[src/rtl/matmul_tile_scheduler.sv]
// Tile sequencer for the multi-core systolic matmul C = I x W.
// It walks the output tiles row-major, issues BRAM reads per inner step, waits for results and writes them out.
module matmul_tile_scheduler #(
   parameter int BLOCK_SIZE        = 2,
   parameter int NUM_CORES         = 2,
   parameter int INNER_DIMENSION   = 4,
   parameter int W_OUTER_DIMENSION = 6,
   parameter int I_OUTER_DIMENSION = 8,
   parameter int IN_ADDR_W         = 14,
   parameter int WB_ADDR_W         = 12,
   parameter int OUT_ADDR_W        = 8
) (
   input  logic                  clk,
   input  logic                  rst_n,
   input  logic                  start,
   output logic                  ready,
   output logic                  busy,
   output logic                  done,
   output logic                  in_en,
   output logic [IN_ADDR_W-1:0]  in_addr,
   output logic                  wb_en,
   output logic [WB_ADDR_W-1:0]  wb_addr,
   output logic                  acc_first,
   output logic                  acc_last,
   input  logic                  core_ready,
   input  logic                  core_valid,
   output logic                  out_we,
   output logic [OUT_ADDR_W-1:0] out_addr,
   output logic                  proto_err
);

   localparam int ROW_C   = I_OUTER_DIMENSION / BLOCK_SIZE;
   localparam int COL_C   = W_OUTER_DIMENSION / BLOCK_SIZE;
   localparam int K_STEPS = INNER_DIMENSION / (BLOCK_SIZE * NUM_CORES);
   localparam int RW      = (ROW_C > 1) ? $clog2(ROW_C) : 1;
   localparam int CW      = (COL_C > 1) ? $clog2(COL_C) : 1;
   localparam int KW      = (K_STEPS > 1) ? $clog2(K_STEPS) : 1;

   localparam logic [RW-1:0]         R_LAST = RW'(ROW_C - 1);
   localparam logic [CW-1:0]         C_LAST = CW'(COL_C - 1);
   localparam logic [KW-1:0]         K_LAST = KW'(K_STEPS - 1);
   localparam logic [IN_ADDR_W-1:0]  K_IN   = IN_ADDR_W'(K_STEPS);
   localparam logic [WB_ADDR_W-1:0]  K_WB   = WB_ADDR_W'(K_STEPS);
   localparam logic [OUT_ADDR_W-1:0] COLS   = OUT_ADDR_W'(COL_C);

   typedef enum logic [2:0] {
      S_IDLE,
      S_ISSUE,
      S_DRAIN,
      S_WRITE,
      S_DONE
   } state_t;

   state_t                  state_q, state_d;
   logic [RW-1:0]           r_q, r_d;
   logic [CW-1:0]           c_q, c_d;
   logic [KW-1:0]           k_q, k_d;
   logic [IN_ADDR_W-1:0]    in_addr_q, in_addr_d;
   logic [WB_ADDR_W-1:0]    wb_addr_q, wb_addr_d;
   logic [OUT_ADDR_W-1:0]   out_addr_q, out_addr_d;
   logic                    proto_err_q, proto_err_d;

   always_ff @(posedge clk or negedge rst_n) begin
      if (!rst_n) begin
         state_q     <= S_IDLE;
         r_q         <= '0;
         c_q         <= '0;
         k_q         <= '0;
         in_addr_q   <= '0;
         wb_addr_q   <= '0;
         out_addr_q  <= '0;
         proto_err_q <= 1'b0;
      end else begin
         state_q     <= state_d;
         r_q         <= r_d;
         c_q         <= c_d;
         k_q         <= k_d;
         in_addr_q   <= in_addr_d;
         wb_addr_q   <= wb_addr_d;
         out_addr_q  <= out_addr_d;
         proto_err_q <= proto_err_d;
      end
   end

   always_comb begin
      state_d     = state_q;
      r_d         = r_q;
      c_d         = c_q;
      k_d         = k_q;
      proto_err_d = proto_err_q;

      unique case (state_q)
         S_IDLE: begin
            if (start) begin
               r_d     = '0;
               c_d     = '0;
               k_d     = '0;
               state_d = S_ISSUE;
            end
         end
         S_ISSUE: begin
            if (core_ready) begin
               if (k_q == K_LAST) begin
                  k_d     = '0;
                  state_d = S_DRAIN;
               end else begin
                  k_d = k_q + 1'b1;
               end
            end
         end
         S_DRAIN: begin
            if (core_valid) begin
               state_d = S_WRITE;
            end
         end
         S_WRITE: begin
            if (c_q == C_LAST) begin
               c_d = '0;
               r_d = (r_q == R_LAST) ? '0 : r_q + 1'b1;
            end else begin
               c_d = c_q + 1'b1;
            end
            state_d = (c_q == C_LAST && r_q == R_LAST) ? S_DONE : S_ISSUE;
         end
         S_DONE: begin
            state_d = S_IDLE;
         end
         default: begin
            state_d = S_IDLE;
         end
      endcase

      // An accepted start wins over a stray core_valid in the same cycle.
      if (state_q == S_IDLE && start) begin
         proto_err_d = 1'b0;
      end else if (core_valid && state_q != S_DRAIN) begin
         proto_err_d = 1'b1;
      end

      // Addresses follow the next counter values so they are valid as soon as the state is entered.
      in_addr_d  = IN_ADDR_W'(r_d) * K_IN + IN_ADDR_W'(k_d);
      wb_addr_d  = WB_ADDR_W'(c_d) * K_WB + WB_ADDR_W'(k_d);
      out_addr_d = OUT_ADDR_W'(r_d) * COLS + OUT_ADDR_W'(c_d);
   end

   assign ready     = (state_q == S_IDLE);
   assign busy      = (state_q != S_IDLE);
   assign done      = (state_q == S_DONE);
   assign in_en     = (state_q == S_ISSUE);
   assign wb_en     = (state_q == S_ISSUE);
   assign acc_first = (state_q == S_ISSUE) && (k_q == '0);
   assign acc_last  = (state_q == S_ISSUE) && (k_q == K_LAST);
   assign out_we    = (state_q == S_WRITE);
   assign in_addr   = in_addr_q;
   assign wb_addr   = wb_addr_q;
   assign out_addr  = out_addr_q;
   assign proto_err = proto_err_q;

endmodule

[config.mk]
export PLATFORM = sky130hd
export DESIGN_NAME = matmul_tile_scheduler
export DESIGN_NICKNAME = d
export VERILOG_FILES = /design/src/rtl/matmul_tile_scheduler.sv
export SDC_FILE = /design/constraint.sdc
export NUM_CORES = 1
export LEC_CHECK = 0
export CORE_ASPECT_RATIO = 1.2
export CORE_MARGIN = 5
export CORE_UTILIZATION = 42
export DETAILED_ROUTE_END_ITERATION = 12
export GPL_ROUTABILITY_DRIVEN = 0
export HOLD_SLACK_MARGIN = 0.12
export PLACE_DENSITY = 0.88
export SYNTH_ARGS = -nofsm -noshare
export SYNTH_HDL_FRONTEND = slang
export SYNTH_SLANG_ARGS = --single-unit
[constraint.sdc]
create_clock -name clk -period 3.2 [get_ports clk]
set_input_delay 0.48 -clock clk [delete_from_list [all_inputs] [get_ports clk]]
set_output_delay 0.48 -clock clk [all_outputs]
set_load 0.05 [all_outputs]
[Word level (Yosys, flattened, before mapping)]
Index checks and enable logic that the tools add are counted.
Storage, ports and cells
  register bits after elaboration: 43
  latch bits: 0
  bits in writable memories: 0
  memory bits (read-only): 0
  bits of input ports: 5
  output and inout bits: 43
  logic and storage cells: 54
  memories kept: 0
Cells by class
  add/subtract/negate cells: 6
  $mul: 1
  divide/modulo/power cells: 0
  $lt $le $gt $ge: 0
  eq/ne operators: 11
  shift-type cells: 0
  mux-type cells: 19
  bitwise gates (word level): 1
  reduce and logical (&&, ||, !) cells: 8
Operators with widths (number)
  3-bit 2-to-1 mux: 5
  3-bit one-hot mux with 4 select lines: 1
  2-bit 2-to-1 mux: 5
  2-bit one-hot mux with 2 select lines: 2
  2-bit by 1-bit adder with 3-bit output: 2
  3-bit by 2-bit == test with 1-bit output (second input constant): 2
  2-bit != test (second input constant): 3
  4-bit by 2-bit adder with 5-bit output: 1
  1-bit 2-to-1 mux: 5
  2-bit by 1-bit adder with 2-bit output (second input constant): 2
  2-bit == test (second input constant): 2
  1-bit logical AND: 4
  2-bit by 2-bit multiplier with 4-bit output (second input constant): 1
  4-bit AND reduction: 1
  3-bit by 1-bit == test with 1-bit output (second input constant): 1
  3-bit == test (second input constant): 1
  3-bit zero test: 1
  3-bit by 2-bit != test with 1-bit output (second input constant): 1
  3-bit nonzero test: 1
  2-bit by 1-bit != test with 1-bit output (second input constant): 1
  1-bit one-hot mux with 2 select lines: 1
  2-bit nonzero test: 1
  1-bit adder (second input constant): 1
  1-bit NOT: 1

[Depth between registers and ports, before layout]
Gate-level depths: netlist of run 1.
  depth after elaboration: 6
  gate-level depth with buffers: 9
  depth with buffers taken out: 8

[Least setup slack after synthesis of run 1]
OpenSTA, ideal clock, no wires.
  path kind: register to register
  start: register state_q[2]
  end: register out_addr_q[2] (netlist: out_addr[2])
  setup time: 0.064 ns
  data arrival time: 2.914 ns
  required time: 3.136 ns
  slack: 0.222 ns
  stages on the path, launching flop included: 10
  path buffers: 1
  clock period less this slack: 2.978 ns
  cells stage by stage: dfrtp_1 -> buf_6 -> and3b_1 -> nor3b_4 -> mux2i_1 -> fa_1 -> ha_1 -> inv_1 -> fa_1 -> inv_1
Between the ends
  word-level cells in the longest chain between the ends: 4
  elaborated cells on any way between the ends: 6
  those cells by class: add/sub (1); mul (1); eq/ne (1); mux (2); reduce/logical (1)
RTL lines
  from (decl): RTL line 54  | state_t state_q, state_d;
  from (signal assigned): RTL line 74  | state_q <= state_d;
  3-bit by 2-bit == test with 1-bit output
  net out_we: RTL line 27  | output logic out_we,
  2-bit one-hot mux with 2 select lines: RTL line 92  | unique case (state_q)
  net r_d[0]: RTL line 55  | logic [RW-1:0] r_q, r_d;
  2-bit by 2-bit multiplier with 4-bit output: RTL line 143  | out_addr_d = OUT_ADDR_W'(r_d) * COLS + OUT_ADDR_W'(c_d);
  4-bit by 2-bit adder with 5-bit output: RTL line 143
  net out_addr_d[2]: RTL line 60  | logic [OUT_ADDR_W-1:0] out_addr_q, out_addr_d;
  to (signal assigned): RTL line 80  | out_addr_q <= out_addr_d;
  to (decl): RTL line 60
The timed path passes the listed nets, and every way through them passes these cells.
A chain may end at the register's enable or synchronous reset.

[Worst setup path in the final report of run 1]
  start: register state_q[1]
  end: register out_addr_q[2] (netlist: out_addr[2])
Between the ends
  word-level cells in the longest chain between the ends: 4
  elaborated cells on any way between the ends: 6
  those cells by class: add/sub (1); mul (1); eq/ne (1); mux (2); reduce/logical (1)
RTL lines (RTL line)
  3-bit by 2-bit == test with 1-bit output or 3-bit zero test (tied branches): 92
  2-bit one-hot mux with 2 select lines *: 92
  net r_d[0]: 55
  2-bit by 2-bit multiplier with 4-bit output *: 143
  4-bit by 2-bit adder with 5-bit output *: 143
  net out_addr_d[2]: 60
Mark *: on every way through the listed nets, which the timed path passes. The rest lies on a longest branch.

==> flow_summary_export.csv, run 1 <==
group,metric,value,unit
outcome,status,"finished, final reports clean",
final_layout,fin_nets,138,
global_routing,grt_usage,11.6,%
floorplan,num_io_pins,48,
final_layout,synthToLayoutAreaGrowth,15.3,%
detailed_routing,firstDrtPassIters,4,
power,p_leak,0.000642,uW
timing,fin_setup_tns,0,ps
global_routing,grt_busiest_layer,"met2",
cts,clock_path_buffers,2,
detailed_routing,vias,708,
yosys,synth_ff_type,"dfrtp_1",
yosys,synthCells,102,
setup_path,critical_path_class,"flip-flop to flip-flop",
final_layout,final_common_cell,"conb_1",
floorplan,core-area,2550,sq um
floorplan,dieArea,3790,sq um
yosys,synth-simple-area-share,13.1,%
yosys,synth-edff-count,0,
power,peakVddDrop,562,uV
global_routing,grt_overflow,0,
yosys,synth_area_per_cell,10.9,sq um
floorplan,rows,20,
setup_path,arrival,3160,ps
detailed_routing,drtIter0Drc,15,
yosys,async_reset_ff_share,100,%
power,power_frac_comb,59.8,%
global_routing,grt_start_max_net_pins,20,
yosys,seq_area_frac_synth,42.6,%
cts,tritoncts,"yes",
power,power_frac_seq,30.2,%
timing,period_needed,2910,ps
global_routing,grt_pass1_wl,3330,microns
yosys,synth_top_family_by_area,"buffers and inverters",
timing,skew,8.00,ps
timing,relSlewSlack,46.1,%
power,sw_frac_of_total,52.8,%
power,clockPowerShare,9.9,%
setup_path,cp_max_fo,15,
setup_path,path_cells,"and3b_1, nor3b_4, mux2i_1, fa_1, ha_1, inv_1, fa_1, inv_1",
power,switchingPower,648,uW
detailed_routing,drtAntennaViolNets,0,
setup_path,start_kind,"flip-flop",
cts,cts_hold_buf,0,
final_layout,drive_gt1_share,6.50,%
global_routing,grt_use_met1,12.7,%
setup_path,crit_family,"adder cells",
cts,clkLatencyLatePin,310,ps
detailed_routing,drc,0,
global_routing,use_met2,19.4,%
timing,hold_viol,0,
hold_path,hold_class,"flip-flop to flip-flop",
cts,root_buffer,"clkbuf_4",
hold_path,holdPathStages,1,
global_routing,grt_pass1_vias,754,
floorplan,die_w,57.0,microns
job,maxCapViolCount,0,
cts,clock_sinks,19,
yosys,yosys_warnings,0,
timing,tightest_slew,806,ps
floorplan,die_y,66.4,microns
timing,timing.fmax,343,MHz
setup_path,slowest_stage,"dfrtp_1",
timing,holdWs,548,ps
cts,h-tree-depth,1,
final_layout,antenna_cells,0,
setup_path,cp_num_cells,8,
cts,cts-resized-gates,0,
setup_path,cp_data_required_time,3450,ps
detailed_routing,viasPerCell,4.54,
power,p_int,580,uW
yosys,muxShareOfSynthArea,3.14,%
yosys,ys_types,34,
floorplan,start_util,43.7,%
yosys,synth_xor_area_share,0,%
setup_path,cp_slowest_stage_delay,600,ps
placed_design,portBuffers,23,
yosys,ys_seq_elements,19,
timing,finalSetupViolCount,0,
setup_path,reg2reg_depth,8,
cts,path_clk_slew,110,ps
yosys,syn-cell-area,1110,sq um
power,p_per_area,956,nW/um^2
setup_path,endpoint_kind,"flip-flop",
cts,cts_inserted_buffers,3,
detailed_routing,post_drt_wl_per_cell,13.1,microns
cts,post_cts_buffers,0,
timing,finalCritPeriodShare,91.0,%
global_routing,use_met3,1.56,%
detailed_routing,drt_wl_total,2040,microns
final_layout,most-common-layout-cells,"24 x conb_1, 23 x clkdlybuf4s50_1, 19 x dfrtp_1",
global_routing,antenna_found_initial,0,
setup_path,cp.buffers_inverters,2,
timing,rsz0062_at_grt,"no",
yosys,synth_compound_area_share,7.63,%
placed_design,dp_hpwl,1640,microns
yosys,synthAdderAreaFrac,11.4,%
timing,final_max_slew_viol_count,0,
final_layout,fillers,246,
registers in the layout (all words and copies together) (netlist names):
signal,flops
c_q,2
in_addr,3
k_q,1
out_addr,4
proto_err,1
r_q,2
state_q,3
wb_addr,3
area by class of cell:
class	count	area, sq um	area share, %
Multi-Input combinational cell	70	484	37.7
Sequential cell	19	475	37.0
Timing Repair Buffer	23	230	17.9
Tap cell	33	41.3	3.21
Inverter	7	26.3	2.04
Clock buffer	3	22.5	1.75
Clock inverter	1	5.00	0.389
metal layers:
| metal | share of wire, % | up-vias | routed length, microns |
|---|---|---|---|
| met1 | 36 | 345 | 739 |
| li1 | - | 332 | - |
| met5 | 0 | - | 0 |
| met2 | 55 | 24 | 1120 |
| met3 | 4.6 | 7 | 94 |
| met4 | 3.9 | 0 | 80 |
cell families after synthesis:
| logic type | count (synthesis) |
|---|---|
| other cells | 1 |
| simple gates | 22 |
| fa+ha+maj | 9 |
| mux | 3 |
| flops | 19 |
| compound gates | 12 |
| buf+inv | 36 |
power by group through the flow:
stage                     logic [uW]  registers [uW]  clock network [uW]
after floorplan                  482             452                   0
after global placement           723             370                   0
after detailed placement         744             375                   0
after CTS                        744             370                 127
after global routing             775             385                 135
final                            735             371                 122
final timing paths:
| check | startpoint | endpoint | slack [ps] |
|---|---|---|---|
| max | state_q[1]$_DFFE_PN0P_ | out_addr[2]$_DFF_PN0_ | 290 |
| min | proto_err$_DFFE_PN0P_ | proto_err$_DFFE_PN0P_ | 550 |
| max reg2reg | state_q[1]$_DFFE_PN0P_ | out_addr[2]$_DFF_PN0_ | 290 |
| min reg2reg | proto_err$_DFFE_PN0P_ | proto_err$_DFFE_PN0P_ | 550 |
| max in group asynchronous | rst_n | r_q[1]$_DFF_PN0_ | 2070 |
| min in group asynchronous | rst_n | r_q[0]$_DFF_PN0_ | 630 |
Yosys cell counts, drive strengths merged (2+ instances only):
| cell | n | area share (%) |
|---|---|---|
| buf | 28 | 19 |
| dfrtp | 19 | 43 |
| ha | 7 | 7.9 |
| inv | 7 | 2.4 |
| nand2b | 5 | 2.8 |
| nand2 | 3 | 1.0 |
| a21oi | 2 | 0.90 |
| a22o | 2 | 1.6 |
| fa | 2 | 3.6 |
| mux2i | 2 | 1.8 |
| nor2 | 2 | 0.67 |
| nor3b | 2 | 2.4 |
| o21ai | 2 | 0.90 |
| o22ai | 2 | 1.1 |
stage by stage:
stage	total power [uW]	setup WS (ps)	instances	util [%]	instance area, sq um
global route	1300	54.2	156	50.3	1280
global placement	1090	180	152	49.3	1260
floorplan	934	222	125	-	1200
CTS	1240	253	156	50.3	1280
detailed placement	1120	9.91	152	49.3	1260
finish	1230	288	156	50.3	1280
Note: power is estimated with default switching activity, not from simulation.
==> run 2: changes to the inputs <==
--- a/config.mk
+++ b/config.mk
@@ -5,6 +5,7 @@
 export SDC_FILE = /design/constraint.sdc
 export NUM_CORES = 1
 export LEC_CHECK = 0
+export CAP_MARGIN = 20
 export CORE_ASPECT_RATIO = 1.2
 export CORE_MARGIN = 5
 export CORE_UTILIZATION = 42
==> results of run 2 <==
The final DEF is identical to that of run 1; final timing and power are the same.
==> run 3: changes to the inputs <==
--- a/config.mk
+++ b/config.mk
@@ -8,11 +8,12 @@
 export CAP_MARGIN = 20
 export CORE_ASPECT_RATIO = 1.2
 export CORE_MARGIN = 5
-export CORE_UTILIZATION = 42
+export CORE_UTILIZATION = 38
+export CTS_BUF_LIST = sky130_fd_sc_hd__clkbuf_16
 export DETAILED_ROUTE_END_ITERATION = 12
 export GPL_ROUTABILITY_DRIVEN = 0
 export HOLD_SLACK_MARGIN = 0.12
-export PLACE_DENSITY = 0.88
+export PLACE_DENSITY = 0.84
 export SYNTH_ARGS = -nofsm -noshare
 export SYNTH_HDL_FRONTEND = slang
 export SYNTH_SLANG_ARGS = --single-unit
==> constraint.sdc (replaced) <==
create_clock -name clk -period 2.48 [get_ports clk]
set_input_delay 0.372 -clock clk [delete_from_list [all_inputs] [get_ports clk]]
set_output_delay 0.372 -clock clk [all_outputs]
set_load 0.05 [all_outputs]
==> flow_summary_export.csv, run 3 (synthesis gave the netlist of run 1 again) <==
group,metric,value,unit
outcome,status,"complete, but fails checks",
outcome,violations,"negative setup slack",
cts,clkLatencyLatePin,250,ps
cts,cts_inserted_buffers,3,
timing,timing.fmax,395,MHz
detailed_routing,drtIter0Drc,24,
floorplan,dieArea,4120,sq um
final_layout,fin_nets,157,
final_layout,seqCellArea,475,sq um
setup_path,endpoint_kind,"flip-flop",
cts,tritoncts,"yes",
global_routing,grt_overflow,0,
floorplan,die_w,59.4,microns
setup_path,start_kind,"flip-flop",
hold_path,holdPathStages,1,
floorplan,num_io_pins,48,
timing,timing.final.ws_setup,-52.5,ps
detailed_routing,drc,0,
cts,h-tree-depth,1,
placed_design,dp.cells,166,
detailed_routing,viasPerCell,4.57,
timing,tightest_slew,825,ps
final_layout,synthToLayoutAreaGrowth,34.6,%
timing,relSlewSlack,44.8,%
timing,rsz0062_at_grt,"yes",
timing,hold_viol,0,
global_routing,grt_pass1_wl,3960,microns
detailed_routing,drt_wl_total,2350,microns
global_routing,grt_start_max_net_pins,20,
power,p_leak,0.000781,uW
final_layout,most-common-layout-cells,"24 x conb_1, 23 x buf_4, 19 x dfrtp_1",
detailed_routing,firstDrtPassIters,4,
cts,clock_sinks,19,
detailed_routing,wl_met1,802,microns
timing,finalCritPeriodShare,102,%
setup_path,crit_path_start,"state_q[0]$_DFFE_PN0P_",
detailed_routing,wl_met2,1290,microns
timing,final_max_slew_viol_count,0,
detailed_routing,met3WireLength,153,microns
detailed_routing,vias,804,
final_layout,final_core_util,53.4,%
setup_path,rr_endpoint,"out_addr[2]$_DFF_PN0_",
setup_path,arrival,2720,ps
final_layout,multi_input_area,514,sq um
placed_design,dp_slack,-472,ps
setup_path,r2r_start,"state_q[0]$_DFFE_PN0P_",
final_layout,antenna_cells,0,
floorplan,die_y,69.3,microns
detailed_routing,drtAntennaViolNets,0,
setup_path,critical_path_class,"flip-flop to flip-flop",
cts,clock_path_buffers,2,
floorplan,rows,21,
timing,finalSetupViolCount,1,
global_routing,grt_pass1_vias,907,
final_layout,final_common_cell,"conb_1",
final_layout,layoutNonFillerInstCount,176,
timing,skew,4.51,ps
setup_path,crit_end,"out_addr[2]$_DFF_PN0_",
floorplan,start_util,39.7,%
detailed_routing,post_drt_wl_per_cell,13.3,microns
final_layout,fillers,239,
job,maxCapViolCount,0,
hold_path,hold_class,"flip-flop to flip-flop",
timing,period_needed,2530,ps
placed_design,placed_area,1360,sq um
final_layout,largest_reg_flops,4,
setup_path,reg2reg_depth,9,
setup_path,cp_max_fo,4,
power,peakVddDrop,945,uV
final_layout,final_area,1500,sq um
placed_design,dp_hpwl,1730,microns
setup_path,cp_data_required_time,2670,ps
cts,root_buffer,"clkbuf_16",
global_routing,grt_usage,12.5,%
power,p_per_area,1300,nW/um^2
floorplan,core-area,2810,sq um
timing,fin_setup_tns,-52.5,ps
final_layout,drive_gt1_share,28.2,%
global_routing,antenna_found_initial,0,
cts,path_clk_slew,50,ps
detailed_routing,top_layer_used,"met4",
placed_design,portBuffers,23,
setup_path,r2r_slack,-50,ps
[run 3: area by class of cell]
class,count,share of cell area [%]
Clock buffer,3,5.00
Inverter,7,1.75
Multi-Input combinational cell,70,34.3
Clock inverter,1,0.250
Timing Repair Buffer,42,24.2
Tap cell,34,2.84
Sequential cell,19,31.7
[run 3: worst min path at each step]
stage	startpoint	endpoint	slack (ps)
4_1_cts	proto_err$_DFFE_PN0P_	proto_err$_DFFE_PN0P_	540
3_5_place_dp	proto_err$_DFFE_PN0P_	proto_err$_DFFE_PN0P_	530
2_1_floorplan	rst_n	c_q[0]$_DFF_PN0_	80
3_3_place_gp	proto_err$_DFFE_PN0P_	proto_err$_DFFE_PN0P_	520
5_1_grt	proto_err$_DFFE_PN0P_	proto_err$_DFFE_PN0P_	580
6_report	proto_err$_DFFE_PN0P_	proto_err$_DFFE_PN0P_	540
[run 3: layer usage]
layer | track usage (%) | up-vias
li1 | - | 366
met5 | 0 | -
met1 | 12.4 | 394
met4 | 8.06 | 0
met3 | 1.86 | 7
met2 | 22.7 | 37
[run 3: power breakdown]
group          switching, uW  total [uW]  leakage, uW  internal [uW]
registers               54.7         443     0.000253            388
clock network            111         325    0.0000423            214
logic                    743        1190     0.000485            444
[run 3: worst max-delay path, stage by stage (launching register included)]
cell     delay, ps
dfrtp_1        380
buf_6          120
and3b_2        200
nor3b_4        290
mux2i_2        340
fa_1           450
ha_2           180
inv_2           50
fa_1           390
inv_1           60
[run 3: metrics by stage]
stage	power [uW]	hold WS [ps]
final	1960	540
after global routing	2060	578
after CTS	1950	541
after detailed placement	1550	528
after global placement	1520	521
after floorplan	1220	76.4
[run 3: timing repair]
action | in CTS | in global routing
resized for setup | 6 | 0
buffers inserted | 5 | 2
pin swaps | 6 | 4
setup endpoints to repair | 2 | 2
hold buffers | 0 | 0
